[config.mk]
export PLATFORM = sky130hd
export DESIGN_NAME = sram_arbiter_flat
export DESIGN_NICKNAME = d
export VERILOG_FILES = /design/src/rtl/sram_arbiter_if.sv /design/src/rtl/sram_arbiter.sv /design/src/flat_wrapper.sv
export SDC_FILE = /design/constraint.sdc
export NUM_CORES = 1
export LEC_CHECK = 0
export CORE_MARGIN = 5
export CORE_UTILIZATION = 40
export CTS_BUF_LIST = sky130_fd_sc_hd__clkbuf_4
export CTS_CLUSTER_SIZE = 8
export DETAILED_ROUTE_END_ITERATION = 8
export MAX_ROUTING_LAYER = met4
export PLACE_DENSITY = 0.83
export SKIP_CTS_REPAIR_TIMING = 1
export SLEW_MARGIN = 20
export SYNTH_ARGS = -nofsm -noshare
export SYNTH_HDL_FRONTEND = slang
export SYNTH_SLANG_ARGS = --single-unit
[constraint.sdc]
create_clock -name Clk -period 4.35 [get_ports Clk]
set_input_delay 0.87 -clock Clk [delete_from_list [all_inputs] [get_ports Clk]]
set_output_delay 0.87 -clock Clk [all_outputs]
set_load 0.01 [all_outputs]
[src/rtl/sram_arbiter_if.sv]
// Signal bundle between sram_arbiter, its two requesters and the SRAM tristate wrapper.
// slave is the arbiter's view; master is the requesters' and SRAM's view.
interface sram_arbiter_if #(
  parameter int unsigned ADDR_W = 20,
  parameter int unsigned DATA_W = 16
);
  logic              Req0;
  logic              We0;
  logic [ADDR_W-1:0] Addr0;
  logic [DATA_W-1:0] Wdata0;
  logic              Ack0;
  logic              Req1;
  logic              We1;
  logic [ADDR_W-1:0] Addr1;
  logic [DATA_W-1:0] Wdata1;
  logic              Ack1;
  logic [DATA_W-1:0] Rdata;
  logic [ADDR_W-1:0] Mem_ADDR;
  logic [DATA_W-1:0] Mem_Dout;
  logic [DATA_W-1:0] Mem_Din;
  logic              Mem_Drive;
  logic              Mem_CE;
  logic              Mem_UB;
  logic              Mem_LB;
  logic              Mem_OE;
  logic              Mem_WE;

  modport slave (
    input  Req0, We0, Addr0, Wdata0, Req1, We1, Addr1, Wdata1, Mem_Din,
    output Ack0, Ack1, Rdata, Mem_ADDR, Mem_Dout, Mem_Drive, Mem_CE, Mem_UB, Mem_LB,
           Mem_OE, Mem_WE
  );

  modport master (
    output Req0, We0, Addr0, Wdata0, Req1, We1, Addr1, Wdata1, Mem_Din,
    input  Ack0, Ack1, Rdata, Mem_ADDR, Mem_Dout, Mem_Drive, Mem_CE, Mem_UB, Mem_LB,
           Mem_OE, Mem_WE
  );
endinterface

[src/rtl/sram_arbiter.sv]
// Two-port arbiter owning the off-chip SRAM strobes; fixed-length read/write cycles.
// Define SRAM_ARB_PRIO0_EN for fixed port-0 priority instead of round-robin.
module sram_arbiter #(
  parameter int unsigned ADDR_W    = 20,
  parameter int unsigned DATA_W    = 16,
  parameter int unsigned RD_CYCLES = 2,
  parameter int unsigned WR_CYCLES = 2
) (
  input logic           Clk,
  input logic           Reset,
  sram_arbiter_if.slave bus
);

  localparam int unsigned MaxCycles = (RD_CYCLES > WR_CYCLES) ? RD_CYCLES : WR_CYCLES;
  localparam int unsigned CntW      = $clog2(MaxCycles) + 1;

  typedef enum logic [1:0] {StIdle, StRd, StWr, StDone} state_e;

  state_e            state_q, state_d;
  logic [CntW-1:0]   cnt_q, cnt_d;
  logic              grant_q, grant_d;
  logic [ADDR_W-1:0] addr_q, addr_d;
  logic [DATA_W-1:0] dout_q, dout_d;
  logic [DATA_W-1:0] rdata_q, rdata_d;
  logic              pick;

  always_ff @(posedge Clk or negedge Reset) begin
    if (!Reset) begin
      state_q <= StIdle;
      cnt_q   <= '0;
      grant_q <= 1'b1;  // port 1 "went last", so port 0 wins the first contention
      addr_q  <= '0;
      dout_q  <= '0;
      rdata_q <= '0;
    end else begin
      state_q <= state_d;
      cnt_q   <= cnt_d;
      grant_q <= grant_d;
      addr_q  <= addr_d;
      dout_q  <= dout_d;
      rdata_q <= rdata_d;
    end
  end

  always_comb begin
    state_d = state_q;
    cnt_d   = cnt_q;
    grant_d = grant_q;
    addr_d  = addr_q;
    dout_d  = dout_q;
    rdata_d = rdata_q;
`ifdef SRAM_ARB_PRIO0_EN
    pick = ~bus.Req0;
`else
    pick = (bus.Req0 & bus.Req1) ? ~grant_q : bus.Req1;
`endif
    unique case (state_q)
      StIdle: begin
        if (bus.Req0 | bus.Req1) begin
          grant_d = pick;
          addr_d  = pick ? bus.Addr1 : bus.Addr0;
          dout_d  = pick ? bus.Wdata1 : bus.Wdata0;
          if (pick ? bus.We1 : bus.We0) begin
            state_d = StWr;
            cnt_d   = CntW'(WR_CYCLES);
          end else begin
            state_d = StRd;
            cnt_d   = CntW'(RD_CYCLES);
          end
        end
      end
      StRd: begin
        if (cnt_q == CntW'(1)) begin
          rdata_d = bus.Mem_Din;
          state_d = StDone;
        end else begin
          cnt_d = cnt_q - CntW'(1);
        end
      end
      StWr: begin
        if (cnt_q == CntW'(1)) begin
          state_d = StDone;
        end else begin
          cnt_d = cnt_q - CntW'(1);
        end
      end
      StDone:  state_d = StIdle;
      default: state_d = StIdle;
    endcase
  end

  // Strobes decode straight from state so an asynchronous reset releases them at once.
  assign bus.Mem_OE    = (state_q != StRd);
  assign bus.Mem_WE    = (state_q != StWr);
  assign bus.Mem_Drive = (state_q == StWr);
  assign bus.Ack0      = (state_q == StDone) & ~grant_q;
  assign bus.Ack1      = (state_q == StDone) & grant_q;
  assign bus.Rdata     = rdata_q;
  assign bus.Mem_ADDR  = addr_q;
  assign bus.Mem_Dout  = dout_q;
  assign bus.Mem_CE    = 1'b0;
  assign bus.Mem_UB    = 1'b0;
  assign bus.Mem_LB    = 1'b0;

endmodule

[src/flat_wrapper.sv]
// flat-port wrapper written by rule: the top's interface ports become plain ports
module sram_arbiter_flat 
#(
  parameter int unsigned ADDR_W    = 20,
  parameter int unsigned DATA_W    = 16,
  parameter int unsigned RD_CYCLES = 2,
  parameter int unsigned WR_CYCLES = 2
)
  (Clk, Reset, bus_Req0, bus_We0, bus_Addr0, bus_Wdata0, bus_Req1, bus_We1, bus_Addr1, bus_Wdata1, bus_Mem_Din, bus_Ack0, bus_Ack1, bus_Rdata, bus_Mem_ADDR, bus_Mem_Dout, bus_Mem_Drive, bus_Mem_CE, bus_Mem_UB, bus_Mem_LB, bus_Mem_OE, bus_Mem_WE);
  sram_arbiter_if #(.ADDR_W(ADDR_W), .DATA_W(DATA_W)) bus_i ();
  input logic Clk;
  input logic Reset;
  input wire logic [$bits(bus_i.Req0)-1:0] bus_Req0;
  input wire logic [$bits(bus_i.We0)-1:0] bus_We0;
  input wire logic [$bits(bus_i.Addr0)-1:0] bus_Addr0;
  input wire logic [$bits(bus_i.Wdata0)-1:0] bus_Wdata0;
  input wire logic [$bits(bus_i.Req1)-1:0] bus_Req1;
  input wire logic [$bits(bus_i.We1)-1:0] bus_We1;
  input wire logic [$bits(bus_i.Addr1)-1:0] bus_Addr1;
  input wire logic [$bits(bus_i.Wdata1)-1:0] bus_Wdata1;
  input wire logic [$bits(bus_i.Mem_Din)-1:0] bus_Mem_Din;
  output wire logic [$bits(bus_i.Ack0)-1:0] bus_Ack0;
  output wire logic [$bits(bus_i.Ack1)-1:0] bus_Ack1;
  output wire logic [$bits(bus_i.Rdata)-1:0] bus_Rdata;
  output wire logic [$bits(bus_i.Mem_ADDR)-1:0] bus_Mem_ADDR;
  output wire logic [$bits(bus_i.Mem_Dout)-1:0] bus_Mem_Dout;
  output wire logic [$bits(bus_i.Mem_Drive)-1:0] bus_Mem_Drive;
  output wire logic [$bits(bus_i.Mem_CE)-1:0] bus_Mem_CE;
  output wire logic [$bits(bus_i.Mem_UB)-1:0] bus_Mem_UB;
  output wire logic [$bits(bus_i.Mem_LB)-1:0] bus_Mem_LB;
  output wire logic [$bits(bus_i.Mem_OE)-1:0] bus_Mem_OE;
  output wire logic [$bits(bus_i.Mem_WE)-1:0] bus_Mem_WE;
  assign bus_i.Req0 = bus_Req0;
  assign bus_i.We0 = bus_We0;
  assign bus_i.Addr0 = bus_Addr0;
  assign bus_i.Wdata0 = bus_Wdata0;
  assign bus_i.Req1 = bus_Req1;
  assign bus_i.We1 = bus_We1;
  assign bus_i.Addr1 = bus_Addr1;
  assign bus_i.Wdata1 = bus_Wdata1;
  assign bus_i.Mem_Din = bus_Mem_Din;
  assign bus_Ack0 = bus_i.Ack0;
  assign bus_Ack1 = bus_i.Ack1;
  assign bus_Rdata = bus_i.Rdata;
  assign bus_Mem_ADDR = bus_i.Mem_ADDR;
  assign bus_Mem_Dout = bus_i.Mem_Dout;
  assign bus_Mem_Drive = bus_i.Mem_Drive;
  assign bus_Mem_CE = bus_i.Mem_CE;
  assign bus_Mem_UB = bus_i.Mem_UB;
  assign bus_Mem_LB = bus_i.Mem_LB;
  assign bus_Mem_OE = bus_i.Mem_OE;
  assign bus_Mem_WE = bus_i.Mem_WE;
  sram_arbiter #(.ADDR_W(ADDR_W), .DATA_W(DATA_W), .RD_CYCLES(RD_CYCLES), .WR_CYCLES(WR_CYCLES)) u_core (.Clk(Clk), .Reset(Reset), .bus(bus_i));
endmodule
Word-level counts from Yosys, hierarchy flattened
Cells that the tools add are included.

Register bits: 57. Bits in latches: 0. Bits in writable memories: 0. Bits in read-only memories: 0. Bits of input ports: 94. Output and inout port bits: 60. Logic and storage cells: 39. Memories: 0.

$add $sub $neg: 1. Multipliers: 0. Divide/modulo/power cells: 0. Magnitude comparators: 0. Equal/unequal tests: 9. Shift-type cells: 0. Muxes and demuxes: 11. Bitwise operators: 5. Reduce and logical (&&, ||, !) cells: 7.

Operators by type and width (number): $mux 20 (1); $mux 16 (1); $mux 2 (5); $ne 2x1->1 const B (3); $pmux 2 s3 (1); $reduce_and 2->1 (3); $eq 2x1->1 const B (2); $eq 2x2->1 const B (2); $ne 2x2->1 const B (2); $pmux 2 s2 (1); $and 1x1->1 (3); $reduce_and 3->1 (1); $logic_not 2->1 (1); $mux 1 (2); $reduce_bool 2->1 (1); $reduce_or 2->1 (1); $sub 2x1->2 const B (1); $not 1->1 (1); $or 1x1->1 (1).

Depth between registers and ports, before layout
Gate-level depths: netlist of run 1.

Depth after elaboration: 6. Mapped depth: 7. Gate-level depth less buffers: 6.

Worst setup path after synthesis of run 1
OpenSTA, ideal clock, no wires.

Path kind: input port to flip-flop. Start: in bus_Req1. End: reg u_core.addr_q[0] (netlist: u_core.bus.Mem_ADDR[0]). Library setup time: 0.132 ns. Arrival time: 1.574 ns. Required time: 4.218 ns. Slack: 2.644 ns. Cell stages on the path: 5. Path buffers: 2. Cell sequence: a21boi_2 buf_6 buf_8 mux2i_1 o21ai_1.

Longest elaborated chain between the ends: 3. Elaborated cells between the ends (all ways): 5. Those cells by class: 2 x mux; 2 x bitwise; 1 x reduce/logical.

RTL lines: start, declared (line flat_wrapper.sv:17) `input wire logic [$bits(bus_i.Req1)-1:0] bus_Req1;`; $and 1x1->1 (line sram_arbiter.sv:55) `pick = (bus.Req0 & bus.Req1) ? ~grant_q : bus.Req1;`; $mux 1 (line sram_arbiter.sv:55); $mux 20 (line sram_arbiter.sv:61) `addr_d = pick ? bus.Addr1 : bus.Addr0;`; end signal, assigned (line sram_arbiter.sv:39) `addr_q <= addr_d;`; end, declared (line sram_arbiter.sv:22) `logic [ADDR_W-1:0] addr_q, addr_d;`.

Several ways; a longest one is shown, not always the timed one. A chain may end at the register's enable or synchronous reset.

Worst setup path in the final report of run 1
Start: reg u_core.state_q[0]. End: out bus_Mem_WE.

Longest elaborated chain between the ends: 1.

RTL lines: start, declared (line sram_arbiter.sv:19) `state_e state_q, state_d;`; start signal, assigned (line sram_arbiter.sv:29) `state_q <= StIdle;`; start signal, assigned (line sram_arbiter.sv:36) `state_q <= state_d;`; $ne 2x2->1 (line sram_arbiter.sv:94) `assign bus.Mem_WE = (state_q != StWr);`; end, declared (line flat_wrapper.sv:32) `output wire logic [$bits(bus_i.Mem_WE)-1:0] bus_Mem_WE;`.

No other way between the ends.

==> results of run 1 <==
## state kept, by name, summed over array words and instances, names as in the netlist
| signal | count |
|---|---|
| u_core.bus.Mem_ADDR | 20 |
| u_core.bus.Mem_Dout | 16 |
| u_core.bus.Rdata | 16 |
| u_core.cnt_q | 2 |
| u_core.grant_q | 1 |
| u_core.state_q | 2 |
## worst max-delay path, stage by stage (launching register included)
cell and delay [ns]:
dfrtp_1 0.42, inv_1 0.11, ha_1 0.21, inv_1 0.05, clkdlybuf4s50_1 0.52
## cells in the mapped netlist (2+ instances only)
| cell type | n |
|---|---|
| clkbuf_1 | 8 |
| o21ai_1 | 30 |
| dfrtp_1 | 56 |
| mux2_2 | 16 |
| nor2b_1 | 2 |
| buf_8 | 3 |
| mux2i_1 | 37 |
| ha_1 | 7 |
| buf_4 | 3 |
| nand2b_1 | 2 |
| a21oi_1 | 5 |
| o21ai_0 | 8 |
| nand2_1 | 42 |
| inv_1 | 7 |
| nor2_1 | 2 |
## per-layer routing
layer / vias to the layer above / part of all wire (%) / track usage [%] / wire [um]
li1: 1140 / - / - / -
met1: 1025 / 41 / 19.5 / 2870
met2: 86 / 50 / 28.3 / 3540
met3: 11 / 7.6 / 4.79 / 532
met4: 0 / 1.3 / 5.94 / 92
met5: - / 0 / - / 0
## power by group through the flow
stage / registers [mW] / logic [mW] / clock network (mW)
final: 0.948 / 1.47 / 0.373
after CTS: 0.951 / 1.47 / 0.388
after global placement: 0.945 / 1.42 / 0
after floorplan: 1.06 / 0.599 / 0
after global routing: 0.986 / 1.60 / 0.413
after detailed placement: 0.960 / 1.46 / 0
## final timing paths
check | startpoint | to | cells past startpoint
max in group asynchronous | Reset | u_core.bus.Mem_ADDR[8] | 2
worst min-delay path | u_core.bus.Mem_ADDR[19] | u_core.bus.Mem_ADDR[19] | 2
worst max register to register | u_core.grant_q | u_core.bus.Mem_Dout[3] | 4
worst max-delay path | u_core.state_q[0] | bus_Mem_WE | 4
worst min register to register | u_core.bus.Mem_ADDR[19] | u_core.bus.Mem_ADDR[19] | 2
min in group asynchronous | Reset | u_core.state_q[1] | 2
## cells by family after synthesis
family	count (synthesis)	share of synthesized area, %
AND/OR/NAND/NOR	53	8.16
adder cells (fa/ha/maj)	7	3.23
flip-flops	57	52.6
multiplexers	53	20.3
buffers and inverters	23	5.17
AO/OA/AOI/OAI	51	10.4
other	1	0.138
## area by class of cell
| cell class | instances | area (um2) |
|---|---|---|
| multi-input cells | 167 | 1170 |
| well taps | 80 | 100 |
| flip-flops and latches | 57 | 1430 |
| repair buffers | 155 | 1570 |
| clock buffers | 12 | 90.1 |
| fillers | 547 | 2260 |
| inverters | 7 | 26.3 |
| clock inverters | 4 | 43.8 |
==> flow_summary.json, run 1 <==
{
  "final_cell_mix": "149 x clkdlybuf4s50_1, 56 x dfrtp_1, 42 x nand2_1",
  "setup_ws_ns": 1.78,
  "synth_edf_count": 0,
  "syn_area_per_cell_um2": 11.1,
  "first_global_vias": 2304,
  "grt_pass1_wl_um": 11100,
  "clkTransAtPathRegs_ns": 0.10,
  "power_leakage_nw": 1.92,
  "final_core_util_pct": 66.2,
  "wl_um": 7030,
  "path_class": "flip-flop to output port",
  "netlist_area_um2": 2710,
  "grt_max_degree": 58,
  "reg2reg_slack_ns": 2.51,
  "slew_violations": 0,
  "overflow": 0,
  "ios": 154,
  "grt_setup_unrepaired": "false",
  "cts-root-buf": "clkbuf_4",
  "intPower_mw": 1.82,
  "finalSetupViolCount": 0,
  "drc": 0,
  "synth_cell_type_count": 32,
  "dr.pass1.iters": 4,
  "arrival_ns": 1.70,
  "pwr-share-comb_pct": 52.6,
  "power_switching_mw": 0.968,
  "start_util_pct": 40.6,
  "vias": 2262,
  "synthArstFlopShare_pct": 100,
  "clk_latency_ns": 0.38,
  "drive_gt1_share_pct": 9.95,
  "layout.cells.non_filler": 482,
  "track_usage_pct": 16.9,
  "io_buffers": 150,
  "postLayoutCellArea_um2": 4420,
  "postPlaceCellArea_um2": 4260,
  "clkSinkCount": 57,
  "power_density_nw_per_um2": 630,
  "place_hpwl_um": 5490,
  "period_needed_ns": 2.57,
  "cp-end-kind": "output port",
  "slew_headroom_pct": 40.5,
  "coreArea_um2": 6680,
  "tightest_slew_ns": 0.890,
  "place_congestion": 0.767,
  "yosysTopAreaCellShare_pct": 51.7,
  "n_antenna_cell": 0,
  "cts.path.max_buffers": 2,
  "power_mw": 2.79,
  "clock.fmax_mhz": 389,
  "syn-instance-count": 245,
  "tns_ns": 0,
  "dpl.cell_count": 465,
  "htreeDepth": 3,
  "antenna_found_initial": 0,
  "finClkSkew_ns": 0.0166,
  "required_ns": 3.48,
  "final_common_cell": "clkdlybuf4s50_1",
  "ys_ff_latch": 57,
  "vdd_drop_max_v": 0.000353,
  "ant_nets": 0,
  "yosysWarnings": 0,
  "outcome": "complete, no violations",
  "place_ws_ns": 1.35,
  "synth_ff_type": "dfrtp_1",
  "nets": 498,
  "final_hold_viol_count": 0,
  "seqPwrFrac_pct": 34.0,
  "rows": 30,
  "cts_buffers": 9,
  "fin_crit_sh_pct": 59.0,
  "area_growth_pct": 63.0,
  "yosysTopAreaCell": "dfrtp_1",
  "maxCapViolCount": 0,
  "p_clk_share_pct": 13.4,
  "cp_max_fo": 4,
  "yosysSeqAreaShare_pct": 52.6,
  "synthTopCellsByArea": "dfrtp_1 52%, mux2i_1 14%, mux2_2 6.6%",
  "die_y_um": 92.4,
  "viasPerCell": 4.69,
  "drtIter0Drc": 34,
  "cp-start-kind": "flip-flop",
  "hold-worst-slack_ns": 0.483,
  "cts_tree": "done",
  "wire_per_inst_um": 14.6,
  "die_w_um": 92.4,
  "sw_frac_of_total_pct": 34.7,
  "dieArea_um2": 8530,
  "hold_path_class": "flip-flop to flip-flop"
}
(Power assumes the default switching activity.)
==> run 2, diff against run 1 <==
Clock period 4.35 ns to 2.49 ns, I/O delays scaled along.
==> flow_summary.json, run 2 (synthesized netlist as in run 1, its figures left out) <==
{
  "grt_pass1_wl_um": 11400,
  "tns_ns": 0,
  "wl_um": 7040,
  "grt_max_degree": 73,
  "required_ns": 1.99,
  "drc": 0,
  "slowest_stage": "clkdlybuf4s50_1",
  "path_class": "flip-flop to output port",
  "final_cell_mix": "149 x clkdlybuf4s50_1, 56 x dfrtp_1, 42 x nand2_1",
  "hold_path_class": "input port to asynchronous set/reset pin",
  "first_global_vias": 2391,
  "largest_register_ffs": 20,
  "drtIter0Drc": 56,
  "ant_nets": 0,
  "cp_slowest_stage_delay_ns": 0.55,
  "die_y_um": 92.4,
  "slew_headroom_pct": 54.2,
  "cp-start-kind": "flip-flop",
  "r2r-start": "u_core.cnt_q[0]",
  "outcome": "complete, no violations",
  "cts_tree": "done",
  "cp-end-kind": "output port",
  "multi_input_area_um2": 1170,
  "nets": 496,
  "vias": 2300,
  "antenna_found_initial": 0,
  "rows": 30,
  "cp_max_fo": 4,
  "postPlaceCellArea_um2": 4280,
  "dr.pass1.iters": 4,
  "power_leakage_nw": 1.90,
  "cts-root-buf": "clkbuf_4",
  "grt_setup_unrepaired": "false",
  "track_usage_pct": 17.4,
  "tightest_slew_ns": 0.685,
  "final-seq-area_um2": 1430,
  "cts_buffers": 9,
  "drive_gt1_share_pct": 8.52,
  "r2r_end": "u_core.bus.Rdata[15]",
  "clock.fmax_mhz": 458,
  "reg2reg_slack_ns": 0.72,
  "finalSetupViolCount": 0,
  "finClkSkew_ns": 0.0168,
  "arrival_ns": 1.69,
  "cts.path.max_buffers": 2,
  "io_buffers": 150,
  "ios": 154,
  "postLayoutCellArea_um2": 4400,
  "fin_crit_sh_pct": 87.7,
  "path_cells": "inv_1 > ha_1 > inv_1 > clkdlybuf4s50_1",
  "maxCapViolCount": 0,
  "n_antenna_cell": 0,
  "dieArea_um2": 8530,
  "rr_worst_depth": 3,
  "viasPerCell": 4.80,
  "wire_per_inst_um": 14.7,
  "start_util_pct": 40.6,
  "cp_common_cell": "inv_1",
  "coreArea_um2": 6680,
  "final_common_cell": "clkdlybuf4s50_1",
  "clkSinkCount": 57,
  "htreeDepth": 3,
  "place_hpwl_um": 5460,
  "die_w_um": 92.4,
  "area_growth_pct": 62.0,
  "clk_latency_ns": 0.37,
  "nFillCells": 550,
  "slew_violations": 0,
  "vdd_drop_max_v": 0.000568,
  "overflow": 0,
  "clkTransAtPathRegs_ns": 0.10,
  "period_needed_ns": 2.18,
  "final_hold_viol_count": 0,
  "place_congestion": 0.842,
  "power_density_nw_per_um2": 1090
}
[run 2: how the worst max path moves through the flow]
stage / start / to / cells after the start
2_1_floorplan: u_core.cnt_q[0] / u_core.bus.Rdata[10] / 4
3_3_place_gp: bus_Req1 / u_core.bus.Mem_ADDR[7] / 5
3_5_place_dp: bus_Req1 / u_core.bus.Mem_Dout[8] / 5
4_1_cts: u_core.state_q[0] / bus_Mem_WE / 4
5_1_grt: u_core.state_q[0] / bus_Mem_WE / 4
6_report: u_core.state_q[0] / bus_Mem_WE / 4
[run 2: final cells by class]
class / count / share of cell area, %
clock inverters: 6 / 1.14
flip-flops and latches: 57 / 32.5
repair buffers: 153 / 35.4
multi-input cells: 167 / 26.6
well taps: 80 / 2.28
clock buffers: 9 / 1.54
inverters: 7 / 0.598
[run 2: metrics by stage]
step,instances,setup WS [ns],power [mW],utilization (%),hold WS (ns)
6_report,479,0.306,4.77,65.8,0.129
2_1_floorplan,247,0.962,2.90,-,0.202
3_3_place_gp,464,0.407,4.15,64.0,0.462
4_1_cts,479,0.258,4.84,65.8,0.129
3_5_place_dp,464,0.335,4.23,64.0,0.475
5_1_grt,479,0.193,5.15,65.8,0.143
[run 2: worst max-delay path, delay by kind of cell, from the launching register on]
family     cells  cell delay (ns)
fa+ha+maj      1             0.20
flops          1             0.40
buf+inv        3             0.72
[run 2: where the power goes]
part / internal [mW] / switching (mW) / total, mW
Clock: 0.287 / 0.319 / 0.606
Sequential: 1.40 / 0.253 / 1.65
Combinational: 1.41 / 1.10 / 2.51
Total: 3.10 / 1.67 / 4.77
[run 2: routing by layer]
layer	vias to the layer above	track usage [%]	routed length, um
met5	-	-	0
met4	0	6.56	108
met3	10	4.63	497
met2	88	29.7	3570
met1	1062	19.4	2860
li1	1140	-	-
==> run 3, diff against run 2 <==
Settings changed: ABC_AREA set to 1, CORE_MARGIN 5 to 4, CORE_UTILIZATION 40 to 39, PLACE_DENSITY 0.83 to 0.82.
==> flow_summary.json, run 3 <==
{
  "place_hpwl_um": 5960,
  "cts-root-buf": "clkbuf_4",
  "drtIter0Drc": 86,
  "outcome": "complete, no violations",
  "drc": 0,
  "largest_register_ffs": 20,
  "ios": 154,
  "ys_ff_latch": 57,
  "syn_area_per_cell_um2": 9.40,
  "postPlaceCellArea_um2": 4210,
  "tns_ns": 0,
  "final_hold_viol_count": 0,
  "yosys-top-cells-count": "56 x dfrtp_1, 51 x nand2_1, 48 x o21ai_1",
  "viasPerCell": 4.85,
  "critical_path.startpoint": "u_core.state_q[1]",
  "cp_max_fo": 5,
  "clock.fmax_mhz": 445,
  "antenna_found_initial": 0,
  "final_common_cell": "clkdlybuf4s50_1",
  "vias": 2534,
  "rows": 30,
  "reg2reg_slack_ns": 0.67,
  "power_mw": 4.95,
  "area_growth_pct": 60.1,
  "hold_path_class": "input port to asynchronous set/reset pin",
  "first_global_vias": 2652,
  "cp-start-kind": "flip-flop",
  "fin_crit_sh_pct": 90.2,
  "power_density_nw_per_um2": 1140,
  "vdd_drop_max_v": 0.000610,
  "htreeDepth": 3,
  "clkSinkCount": 57,
  "ant_nets": 0,
  "coreArea_um2": 6760,
  "arrival_ns": 1.75,
  "final_cell_mix": "149 x clkdlybuf4s50_1, 56 x dfrtp_1, 51 x nand2_1",
  "wl_um": 7930,
  "synth_cell_type_count": 21,
  "cp-end-kind": "output port",
  "dieArea_um2": 8340,
  "cts_tree": "done",
  "slew_violations": 0,
  "cts.path.max_buffers": 2,
  "yosysTopAreaCellShare_pct": 51.8,
  "maxCapViolCount": 0,
  "r2r-start": "u_core.state_q[0]",
  "rr_worst_depth": 7,
  "n_antenna_cell": 0,
  "drive_gt1_share_pct": 11.1,
  "syn-instance-count": 288,
  "r2r_end": "u_core.bus.Mem_Dout[4]",
  "netlist_area_um2": 2710,
  "start_util_pct": 40.1,
  "die_w_um": 91.3,
  "track_usage_pct": 19.7,
  "grt_pass1_wl_um": 12700,
  "place_congestion": 0.834,
  "grt_max_degree": 38,
  "postLayoutCellArea_um2": 4330,
  "crit_path_end": "bus_Mem_OE",
  "synthArstFlopShare_pct": 100,
  "yosysWarnings": 0,
  "clk_latency_ns": 0.38,
  "synth_ff_type": "dfrtp_1",
  "power_leakage_nw": 1.89,
  "hold-worst-slack_ns": 0.107,
  "synthTopCellsByArea": "dfrtp_1 52%, o21ai_1 8.9%, nand2_1 7.1%",
  "period_needed_ns": 2.25,
  "yosysTopAreaCell": "dfrtp_1",
  "cts_buffers": 9,
  "io_buffers": 150,
  "overflow": 0,
  "slew_headroom_pct": 59.4,
  "wire_per_inst_um": 15.2,
  "tightest_slew_ns": 0.609,
  "path_class": "flip-flop to output port",
  "grt_setup_unrepaired": "false",
  "clkTransAtPathRegs_ns": 0.10,
  "finalSetupViolCount": 0,
  "finClkSkew_ns": 0.0121,
  "yosysSeqAreaShare_pct": 52.7,
  "nFillCells": 563,
  "dr.pass1.iters": 5,
  "nets": 538,
  "synth_edf_count": 0,
  "required_ns": 1.99,
  "synth.most_common_cell": "dfrtp_1",
  "die_y_um": 91.3
}
run 3: worst min-delay path by stage:
stage / to / slack, ns
after global placement: u_core.bus.Mem_Dout[7] / 0.47
after floorplan: u_core.bus.Mem_ADDR[0] / 0.20
after CTS: u_core.bus.Mem_ADDR[10] / 0.11
after detailed placement: u_core.bus.Mem_Dout[1] / 0.47
after global routing: u_core.bus.Mem_ADDR[10] / 0.14
final: u_core.bus.Mem_ADDR[10] / 0.11
run 3: per-layer routing:
layer  vias up  global-route usage, %  routed length (um)
met2        95                   32.4                4060
li1       1242                      -                   -
met5         -                      -                   0
met1      1186                   24.0                3350
met4         0                   7.41                 116
met3        11                   3.98                 408
run 3: kinds of logic (layout without fill, tap and decap cells):
| family | after synthesis | after routing | synth area share, % |
|---|---|---|---|
| buffers and inverters | 32 | 184 | 7.58 |
| flip-flops | 57 | 57 | 52.7 |
| adder cells (fa/ha/maj) | 7 | 7 | 3.23 |
| multiplexers | 16 | 16 | 6.65 |
| AO/OA/AOI/OAI | 77 | 77 | 15.1 |
| other | 1 | 3 | 0.138 |
| AND/OR/NAND/NOR | 98 | 98 | 14.6 |
run 3: worst max-delay path: stages (launching register included):
cell and delay (ns):
dfrtp_1 0.44, inv_1 0.11, ha_1 0.23, inv_1 0.07, clkdlybuf4s50_1 0.53
run 3: where the power goes:
group	total, mW	internal [mW]	switching [mW]
Clock	0.638	0.296	0.342
Combinational	2.63	1.39	1.25
Sequential	1.68	1.41	0.264
run 3: through the flow:
step / std cells / util (%) / worst slack (ns)
2_1_floorplan: 290 / - / 1.02
3_3_place_gp: 506 / 62.2 / 0.482
6_report: 522 / 64.1 / 0.245
4_1_cts: 522 / 64.1 / 0.209
3_5_place_dp: 506 / 62.2 / 0.419
5_1_grt: 522 / 64.1 / 0.158
run 3: area by class of cell:
class,instances,area (um2),share of cell area [%]
clock inverter,7,61.3,1.41
inverter,15,63.8,1.47
multi-input combinational,201,1080,25.0
clock buffer,9,67.6,1.56
sequential,57,1430,32.9
timing repair buffer,153,1530,35.3
tap,80,100,2.31
